===== src/rtl/craps_pkg.sv =====
// Shared types and constants for the craps datapath.
package craps_pkg;

  typedef enum logic [1:0] {
    IDLE  = 2'd0,
    DRAW1 = 2'd1,
    DRAW2 = 2'd2,
    DONE  = 2'd3
  } state_t;

  localparam int unsigned DIE_W = 3;
  localparam int unsigned SUM_W = 4;
  localparam logic [DIE_W-1:0] DIE_MIN = 3'd1;
  localparam logic [DIE_W-1:0] DIE_MAX = 3'd6;

  // (c mod 6) + 1, used when the draw budget runs out
  function automatic logic [DIE_W-1:0] fallback_map(input logic [DIE_W-1:0] c);
    logic [DIE_W-1:0] m;
    m = (c < 3'd6) ? (c + DIE_W'(1)) : (c - DIE_W'(5));
    return m;
  endfunction

endpackage


===== src/rtl/die_field_filter.sv =====
// Rejection filter for one 3-bit random field: accept 1..6, or force a mapped value on the last try.
module die_field_filter
  import craps_pkg::*;
(
  input  logic [DIE_W-1:0] field,
  input  logic             last_try,
  output logic             accept_c,
  output logic [DIE_W-1:0] die_c
);

  logic in_range;

  assign in_range = (field >= DIE_MIN) && (field <= DIE_MAX);
  assign accept_c = in_range || last_try;
  assign die_c    = in_range ? field : fallback_map(field);

endmodule


===== src/rtl/dice_roller.sv =====
// Draws two unbiased dice from the LFSR by rejection sampling and reports them with a done pulse.
module dice_roller
  import craps_pkg::*;
#(
  parameter int unsigned RND_W     = 8,
  parameter int unsigned MAX_DRAWS = 16
) (
  input  logic             clock,
  input  logic             reset,
  input  logic             roll,
  input  logic [RND_W-1:0] rnd,
  output logic             lfsr_en,
  output logic             busy,
  output logic             done,
  output logic [DIE_W-1:0] die1,
  output logic [DIE_W-1:0] die2,
  output logic [SUM_W-1:0] sum,
  output logic             is_double
);

  localparam int unsigned TRY_W = (MAX_DRAWS > 1) ? $clog2(MAX_DRAWS) : 1;

  state_t           state;
  logic [TRY_W-1:0] try_cnt;
  logic [DIE_W-1:0] die1_r;
  logic             last_try;
  logic             f1_take;
  logic             f2_take;
  logic [DIE_W-1:0] f1_die;
  logic [DIE_W-1:0] f2_die;
  logic             unused_rnd;

  assign unused_rnd = ^rnd[RND_W-1:6];
  assign last_try   = (try_cnt == TRY_W'(MAX_DRAWS - 1));
  assign lfsr_en    = (state == DRAW1) || (state == DRAW2);
  assign busy       = (state != IDLE);

  die_field_filter u_filt1 (
    .field    (rnd[2:0]),
    .last_try (last_try),
    .accept_c (f1_take),
    .die_c    (f1_die)
  );

  die_field_filter u_filt2 (
    .field    (rnd[5:3]),
    .last_try (last_try),
    .accept_c (f2_take),
    .die_c    (f2_die)
  );

  // Roll sequencer; published results only move on the DRAW2 exit edge
  always_ff @(posedge clock or posedge reset) begin
    if (reset) begin
      state     <= IDLE;
      try_cnt   <= '0;
      die1_r    <= '0;
      die1      <= '0;
      die2      <= '0;
      sum       <= '0;
      is_double <= 1'b0;
      done      <= 1'b0;
    end else begin
      done <= 1'b0;
      case (state)
        IDLE: begin
          if (roll) begin
            state   <= DRAW1;
            try_cnt <= '0;
          end
        end
        DRAW1: begin
          if (f1_take) begin
            die1_r  <= f1_die;
            try_cnt <= '0;
            state   <= DRAW2;
          end else begin
            try_cnt <= try_cnt + TRY_W'(1);
          end
        end
        DRAW2: begin
          if (f2_take) begin
            die1      <= die1_r;
            die2      <= f2_die;
            sum       <= SUM_W'(die1_r) + SUM_W'(f2_die);
            is_double <= (die1_r == f2_die);
            done      <= 1'b1;
            try_cnt   <= '0;
            state     <= DONE;
          end else begin
            try_cnt <= try_cnt + TRY_W'(1);
          end
        end
        DONE:    state <= IDLE;
        default: state <= IDLE;
      endcase
    end
  end

endmodule


===== config.mk =====
export PLATFORM = sky130hd
export DESIGN_NAME = dice_roller
export DESIGN_NICKNAME = d
export VERILOG_FILES = /design/src/rtl/craps_pkg.sv /design/src/rtl/die_field_filter.sv /design/src/rtl/dice_roller.sv
export SDC_FILE = /design/constraint.sdc
export NUM_CORES = 1
export LEC_CHECK = 0
export BUFFER_PORTS_ARGS = -buffer_cell sky130_fd_sc_hd__buf_4
export CORE_MARGIN = 2
export CORE_UTILIZATION = 48
export CTS_BUF_LIST = sky130_fd_sc_hd__clkbuf_16
export CTS_CLUSTER_SIZE = 16
export DETAILED_ROUTE_END_ITERATION = 10
export PLACE_DENSITY = 0.74
export REMOVE_ABC_BUFFERS = 1
export SETUP_SLACK_MARGIN = 0.05
export SYNTH_ARGS = -nofsm -noshare
export SYNTH_HDL_FRONTEND = slang
export SYNTH_SLANG_ARGS = --single-unit

===== constraint.sdc =====
create_clock -name clock -period 1.3 [get_ports clock]
set_input_delay 0.26 -clock clock [delete_from_list [all_inputs] [get_ports clock]]
set_output_delay 0.26 -clock clock [all_outputs]
set_load 0.005 [all_outputs]

==> impl_metrics.env, run 1 <==
export IMPL_power_leakage_nw=0.987
export IMPL_crit_path_end_kind="register"
export IMPL_cp_slowest_cell="dfrtp_1"
export IMPL_grt_max_degree=22
export IMPL_drive_gt1_frac=0.598
export IMPL_nets=196
export IMPL_drc_errors=0
export IMPL_setup_violations=23
export IMPL_postSynthAreaPerCell_um2=10.5
export IMPL_synth_edff_count=0
export IMPL_synth_most_common_cell="dfrtp_1"
export IMPL_num_rows=18
export IMPL_grt_pass1_vias=1213
export IMPL_die_area_um2=2900
export IMPL_yosys_area_top_type_share=0.441
export IMPL_finalMaxSlewViolations=0
export IMPL_regToRegEndpoint="try_cnt[2]"
export IMPL_dpl_instance_area_um2=1560
export IMPL_rsz0062_at_grt="true"
export IMPL_switching_power_mw=1.49
export IMPL_seq_area_um2=526
export IMPL_r2r_cells=8
export IMPL_htreeDepth=1
export IMPL_clkTransAtPathRegs_ns=0.06
export IMPL_cp_max_fo=3
export IMPL_critPathTopFamily="flip-flops"
export IMPL_postRouteAntennaNets=0
export IMPL_area_delta_synth_final_pct=66.2
export IMPL_clkLatencyLatePin_ns=0.26
export IMPL_ys_seq_area_frac=0.441
export IMPL_hold_class="input port to asynchronous set/reset pin"
export IMPL_fmax_mhz=616
export IMPL_synth_seq_cells=21
export IMPL_overflow=0
export IMPL_p_clk_frac=0.156
export IMPL_ys_top_cells_by_count="dfrtp_1 (21), nand2_1 (14), o21ai_0 (11)"
export IMPL_layout_min_cycle_time_ns=1.62
export IMPL_firstDrtPassIters=4
export IMPL_hpwlAfterDp_um=2000
export IMPL_stdcell_count=204
export IMPL_violations="setup timing"
export IMPL_status="complete, but fails checks"
export IMPL_powerDensity_nw_per_um2=2120
export IMPL_p_int_mw=2.71
export IMPL_placement_io_buffers=22
export IMPL_synth_area_leaders="dfrtp_1 (44%), ha_1 (9.5%), mux2_2 (5.7%), o21ai_0 (4.6%), nand2_1 (4.4%)"
export IMPL_setup_tns_ns=-4.40
export IMPL_synth_cell_type_count=30
export IMPL_worstPathRequired_ns=1.44
export IMPL_die_h_um=53.8
export IMPL_tightestPinTransition_ns=0.532
export IMPL_finalClockSkew_ns=0.00148
export IMPL_cts_root_buffer="clkbuf_16"
export IMPL_whs_ns=0.0509
export IMPL_power_frac_comb=0.572
export IMPL_p_sw_frac=0.354
export IMPL_gp_congestion=0.733
export IMPL_cts_hold_buf=0
export IMPL_vdd_drop_max_uv=1830
export IMPL_path_class="register to register"
export IMPL_worst_path_buf_inv=2
export IMPL_clockBufferDepth=2
export IMPL_yosys_area_top_type="dfrtp_1"
export IMPL_cts_sinks=21
export IMPL_initial_core_util=0.494
export IMPL_place_inst=188
export IMPL_setup_ws_ns=-0.322
export IMPL_r2r_slack_ns=-0.32
export IMPL_cp_arrival_ns=1.76
export IMPL_cpMostUsedCell="o211ai_1"
export IMPL_track_usage=0.269
export IMPL_routed_wirelength_um=4100
export IMPL_grt_pass1_wl_um=5480
export IMPL_netlist_area_um2=1190
export IMPL_coreArea_um2=2410
export IMPL_numCtsBuffers=3
export IMPL_netlist_instances=113
export IMPL_antenna_found_initial=0
export IMPL_synth_warnings=0
export IMPL_wl_per_cell_um=20.1
export IMPL_post_route_period_util=1.25
export IMPL_max_slew_margin=0.643
export IMPL_multi_input_area_um2=821
export IMPL_viasPerCell=5.72
export IMPL_diodes=0
export IMPL_async_flop_share=1.00
export IMPL_num_vias=1166
export IMPL_cpPeakStageDelay_ns=0.43
export IMPL_die_w_um=53.8
export IMPL_cts_tree="built"
export IMPL_cp_start_kind="register"
export IMPL_r2r_start="try_cnt[1]"
export IMPL_fin_area_um2=1980
export IMPL_synth_ff_type="dfrtp_1"
export IMPL_path_cells="ha_4 > nand3_4 > buf_6 > o211ai_1 > buf_4 > nand2_2 > o211ai_1 > nand2_1"
export IMPL_final_hold_violation_count=0
export IMPL_ios=25
export IMPL_nFillCells=117
export IMPL_drt_iter0_markers=22
export IMPL_seqPwrFrac=0.272
export IMPL_drv_cap=0
power groups by stage:
stage | logic (mW) | clock network (mW) | registers [mW]
detailed placement | 1.70 | 0 | 1.11
finish | 2.40 | 0.655 | 1.14
global route | 2.58 | 0.685 | 1.16
CTS | 2.15 | 0.650 | 1.11
floorplan | 0.857 | 0 | 1.09
global placement | 1.61 | 0 | 1.08
cells by family (layout without fill, tap and decap cells):
logic type / after synthesis / count (layout) / share of synthesized area
buffers and inverters: 10 / 70 / 0.0441
muxes: 10 / 10 / 0.103
and+or+nand+nor: 31 / 32 / 0.125
xor gates and xnor gates: 1 / 1 / 0.00735
DFF: 21 / 21 / 0.441
AOI/OAI and AO/OA: 29 / 29 / 0.160
adders and majority gates: 11 / 11 / 0.120
per-layer routing:
layer | vias to the layer above | global-route usage | part of all wire | wire (um)
li1 | 522 | - | - | -
met2 | 44 | 0.510 | 0.55 | 2260
met5 | - | 0 | 0 | 0
met4 | 0 | 0.145 | 0.045 | 185
met3 | 16 | 0.0389 | 0.040 | 162
met1 | 584 | 0.279 | 0.36 | 1490
state kept, by name (all words and copies together) (netlist names):
| signal | flops |
|---|---|
| die2 | 3 |
| sum | 4 |
| die1 | 3 |
| state | 2 |
| done | 1 |
| try_cnt | 4 |
| is_double | 1 |
| die1_r | 3 |
repair_timing:
action / CTS / global route
setup endpoints to repair: 23 / 23
hold endpoints to repair: 0 / 0
pin swaps: 16 / 16
resized for setup: 42 / 21
gates cloned: 1 / 0
setup buffers: 8 / 3
through the flow:
| stage | utilization | total power [mW] | setup WS, ns |
|---|---|---|---|
| after global placement | 0.647 | 2.70 | -0.755 |
| after CTS | 0.779 | 3.92 | -0.293 |
| after floorplan | - | 1.95 | -0.545 |
| after detailed placement | 0.647 | 2.81 | -0.913 |
| after global routing | 0.821 | 4.43 | -0.365 |
| final | 0.821 | 4.20 | -0.322 |
how the worst max path moves through the flow:
stage                  to  slack [ns]  startpoint  cells past startpoint
3_5_place_dp       sum[1]       -0.91      rnd[4]                      7
5_1_grt        try_cnt[3]       -0.37  try_cnt[0]                      7
3_3_place_gp       sum[1]       -0.75      rnd[4]                      7
6_report       try_cnt[2]       -0.32  try_cnt[1]                      8
2_1_floorplan      sum[1]       -0.54      rnd[4]                      6
4_1_cts            sum[1]       -0.29      rnd[4]                      7
cell usage in the layout (no fill, tap or decap), types with 4 or more instances in the layout:
master and instances:
nand2_1 10, inv_1 5, mux2_4 7, dfrtp_1 21
buf_6 9, nor2_1 4, o21ai_1 4, o21ai_2 4
nand2_2 4, ha_4 4, buf_4 48
tightest hold or removal path, cell delays in order:
cell   delay (ns)
buf_4        0.11
inv_1        0.05
buf_4        0.28
area by class of cell:
| type | count | share of cell area |
|---|---|---|
| Tap cell | 30 | 0.0190 |
| Multi-Input combinational cell | 83 | 0.415 |
| Timing Repair Buffer | 58 | 0.243 |
| Inverter | 8 | 0.0177 |
| Clock buffer | 3 | 0.0379 |
| Clock inverter | 1 | 0.00190 |
| Sequential cell | 21 | 0.265 |
(Power assumes the default switching activity.)
==> inputs of run 2 (changes only) <==
--- a/config.mk
+++ b/config.mk
@@ -7,13 +7,14 @@
 export LEC_CHECK = 0
 export BUFFER_PORTS_ARGS = -buffer_cell sky130_fd_sc_hd__buf_4
 export CORE_MARGIN = 2
-export CORE_UTILIZATION = 48
+export CORE_UTILIZATION = 53
 export CTS_BUF_LIST = sky130_fd_sc_hd__clkbuf_16
 export CTS_CLUSTER_SIZE = 16
 export DETAILED_ROUTE_END_ITERATION = 10
-export PLACE_DENSITY = 0.74
+export PLACE_DENSITY = 0.78
 export REMOVE_ABC_BUFFERS = 1
 export SETUP_SLACK_MARGIN = 0.05
+export SLEW_MARGIN = 20
 export SYNTH_ARGS = -nofsm -noshare
 export SYNTH_HDL_FRONTEND = slang
 export SYNTH_SLANG_ARGS = --single-unit
==> constraint.sdc (replaced) <==
create_clock -name clock -period 1.7 [get_ports clock]
set_input_delay 0.34 -clock clock [delete_from_list [all_inputs] [get_ports clock]]
set_output_delay 0.34 -clock clock [all_outputs]
set_load 0.005 [all_outputs]
==> run 2 against run 1 <==
  * Die area shrank 8.8%
  * Power shrank 41%
  * Utilization shrank 9.9 points
  * Combinational power shrank 51%
  * Flip-flop and latch count is the same
  * Sequential share of layout area grew 7.0 points
  * Cell count shrank 15%
  * Largest power group unchanged
  * The flow now finishes without violations
  * Critical path depth shrank 1
  * Non-clock buffer count shrank 27
  * Largest cell class unchanged
==> impl_metrics.env, run 2 (same netlist as run 1, synthesis figures left out) <==
export IMPL_tightestPinTransition_ns=0.380
export IMPL_p_clk_frac=0.197
export IMPL_cts_root_buffer="clkbuf_16"
export IMPL_setup_violations=0
export IMPL_max_slew_margin=0.746
export IMPL_fmax_mhz=601
export IMPL_mostFrequentLayoutCell="buf_4"
export IMPL_cp_start_kind="input port"
export IMPL_finish_utilization=0.722
export IMPL_ios=25
export IMPL_clockBufferDepth=2
export IMPL_hpwlAfterDp_um=1680
export IMPL_drt_iter0_markers=14
export IMPL_worst_path_buf_inv=1
export IMPL_viasPerCell=5.36
export IMPL_rsz0062_at_grt="true"
export IMPL_initial_core_util=0.549
export IMPL_power_frac_comb=0.467
export IMPL_hold_class="input port to asynchronous set/reset pin"
export IMPL_vdd_drop_max_uv=1080
export IMPL_cp_max_fo=3
export IMPL_cp_depth=7
export IMPL_grt_pass1_vias=951
export IMPL_seqPwrFrac=0.337
export IMPL_antenna_found_initial=0
export IMPL_cts_sinks=21
export IMPL_cts_tree="built"
export IMPL_grt_max_degree=22
export IMPL_critPathTopFamily="adder cells"
export IMPL_placement_io_buffers=22
export IMPL_layout_min_cycle_time_ns=1.66
export IMPL_total_power_mw=2.50
export IMPL_r2r_start="try_cnt[0]"
export IMPL_worstPathRequired_ns=1.84
export IMPL_cp_endpoint="sum[1]"
export IMPL_r2r_cells=6
export IMPL_drc_errors=0
export IMPL_finalMaxSlewViolations=0
export IMPL_setup_ws_ns=0.0360
export IMPL_grt_pass1_wl_um=4040
export IMPL_postRouteAntennaNets=0
export IMPL_cpPeakStageDelay_ns=0.45
export IMPL_finalClockSkew_ns=0.00333
export IMPL_path_cells="buf_4 > nor2b_4 > ha_4 > a21oi_2 > o21ai_2 > fa_1 > mux2_4"
export IMPL_wl_per_cell_um=13.6
export IMPL_dp_slack_ns=-0.502
export IMPL_r2r_slack_ns=0.15
export IMPL_final_cell_mix="buf_4 (31), dfrtp_1 (21), nand2_1 (14)"
export IMPL_setup_tns_ns=0
export IMPL_switching_power_uw=823
export IMPL_die_w_um=51.4
export IMPL_num_rows=17
export IMPL_diodes=0
export IMPL_nets=168
export IMPL_status="completed"
export IMPL_gp_congestion=0.785
export IMPL_p_sw_frac=0.330
export IMPL_crit_path_end_kind="register"
export IMPL_die_h_um=51.4
export IMPL_coreArea_um2=2170
export IMPL_cp_slowest_cell="fa_1"
export IMPL_drv_cap=0
export IMPL_reg_top3="sum (4), try_cnt (4)"
export IMPL_drive_gt1_frac=0.384
export IMPL_overflow=0
export IMPL_final_hold_violation_count=0
export IMPL_post_route_period_util=0.979
export IMPL_track_usage=0.209
export IMPL_regToRegEndpoint="try_cnt[3]"
export IMPL_whs_ns=0.116
export IMPL_area_delta_synth_final_pct=31.5
export IMPL_powerDensity_nw_per_um2=1590
export IMPL_num_vias=933
export IMPL_routed_wirelength_um=2370
export IMPL_path_class="input port to register"
export IMPL_cp_arrival_ns=1.80
export IMPL_clkTransAtPathRegs_ns=0.06
export IMPL_htreeDepth=1
export IMPL_clkLatencyLatePin_ns=0.25
export IMPL_firstDrtPassIters=4
export IMPL_die_area_um2=2640
export IMPL_numCtsBuffers=3
export IMPL_startpoint="rnd[4]"
export IMPL_p_int_mw=1.67
export IMPL_power_leakage_nw=0.802
-- run 2: cell count changes in the layout (fill, tap and decap cells not counted), sizes merged --
cell and delta:
buf -27, clkinv +1, inv -1, nand2 -1
-- run 2: worst min path at each step --
stage	end	cells after the start	from
after CTS	state[1]	3	reset
after global routing	state[1]	3	reset
after detailed placement	state[1]	3	reset
after global placement	state[0]	3	reset
after floorplan	die1[0]	1	reset
final	state[1]	3	reset
-- run 2: worst register-to-register path: cells and delay by family, from the launching register on --
family / cells / cell delay (ns)
AO/OA/AOI/OAI: 4 / 0.69
adder cells (fa/ha/maj): 1 / 0.26
flip-flops: 1 / 0.40
AND/OR/NAND/NOR: 1 / 0.13
-- run 2: final cells by class --
type / count / area, um^2
sequential: 21 / 526
tap: 28 / 35.0
inverter: 8 / 32.5
clock inverter: 1 / 5.00
fill: 168 / 603
multi-input combinational: 82 / 661
clock buffer: 3 / 75.1
timing repair buffer: 31 / 233
-- run 2: power by group through the flow --
| stage | registers [mW] | logic, mW | clock network, mW |
|---|---|---|---|
| floorplan | 0.834 | 0.656 | 0 |
| global placement | 0.839 | 1.09 | 0 |
| detailed placement | 0.853 | 1.13 | 0 |
| CTS | 0.844 | 1.17 | 0.500 |
| global route | 0.870 | 1.31 | 0.524 |
| finish | 0.841 | 1.17 | 0.491 |
-- run 2: per-layer routing --
layer / up-vias / share of wire / GRT usage
li1: 465 / - / -
met1: 441 / 0.42 / 0.238
met2: 21 / 0.52 / 0.372
met3: 6 / 0.044 / 0.0468
met4: 0 / 0.015 / 0.0877
met5: - / 0 / 0
-- run 2: what timing repair did --
action                     4_1_cts  5_1_grt
pin swaps                        5        2
setup buffers                    1        0
hold buffers                     0        0
gates resized for setup         13        1
setup endpoints to repair        7        9
-- run 2: per-stage QoR --
stage          std cells  area [um^2]
5_1_grt              174         1570
6_report             174         1570
3_3_place_gp         169         1430
2_1_floorplan        111         1170
4_1_cts              174         1560
3_5_place_dp         169         1430
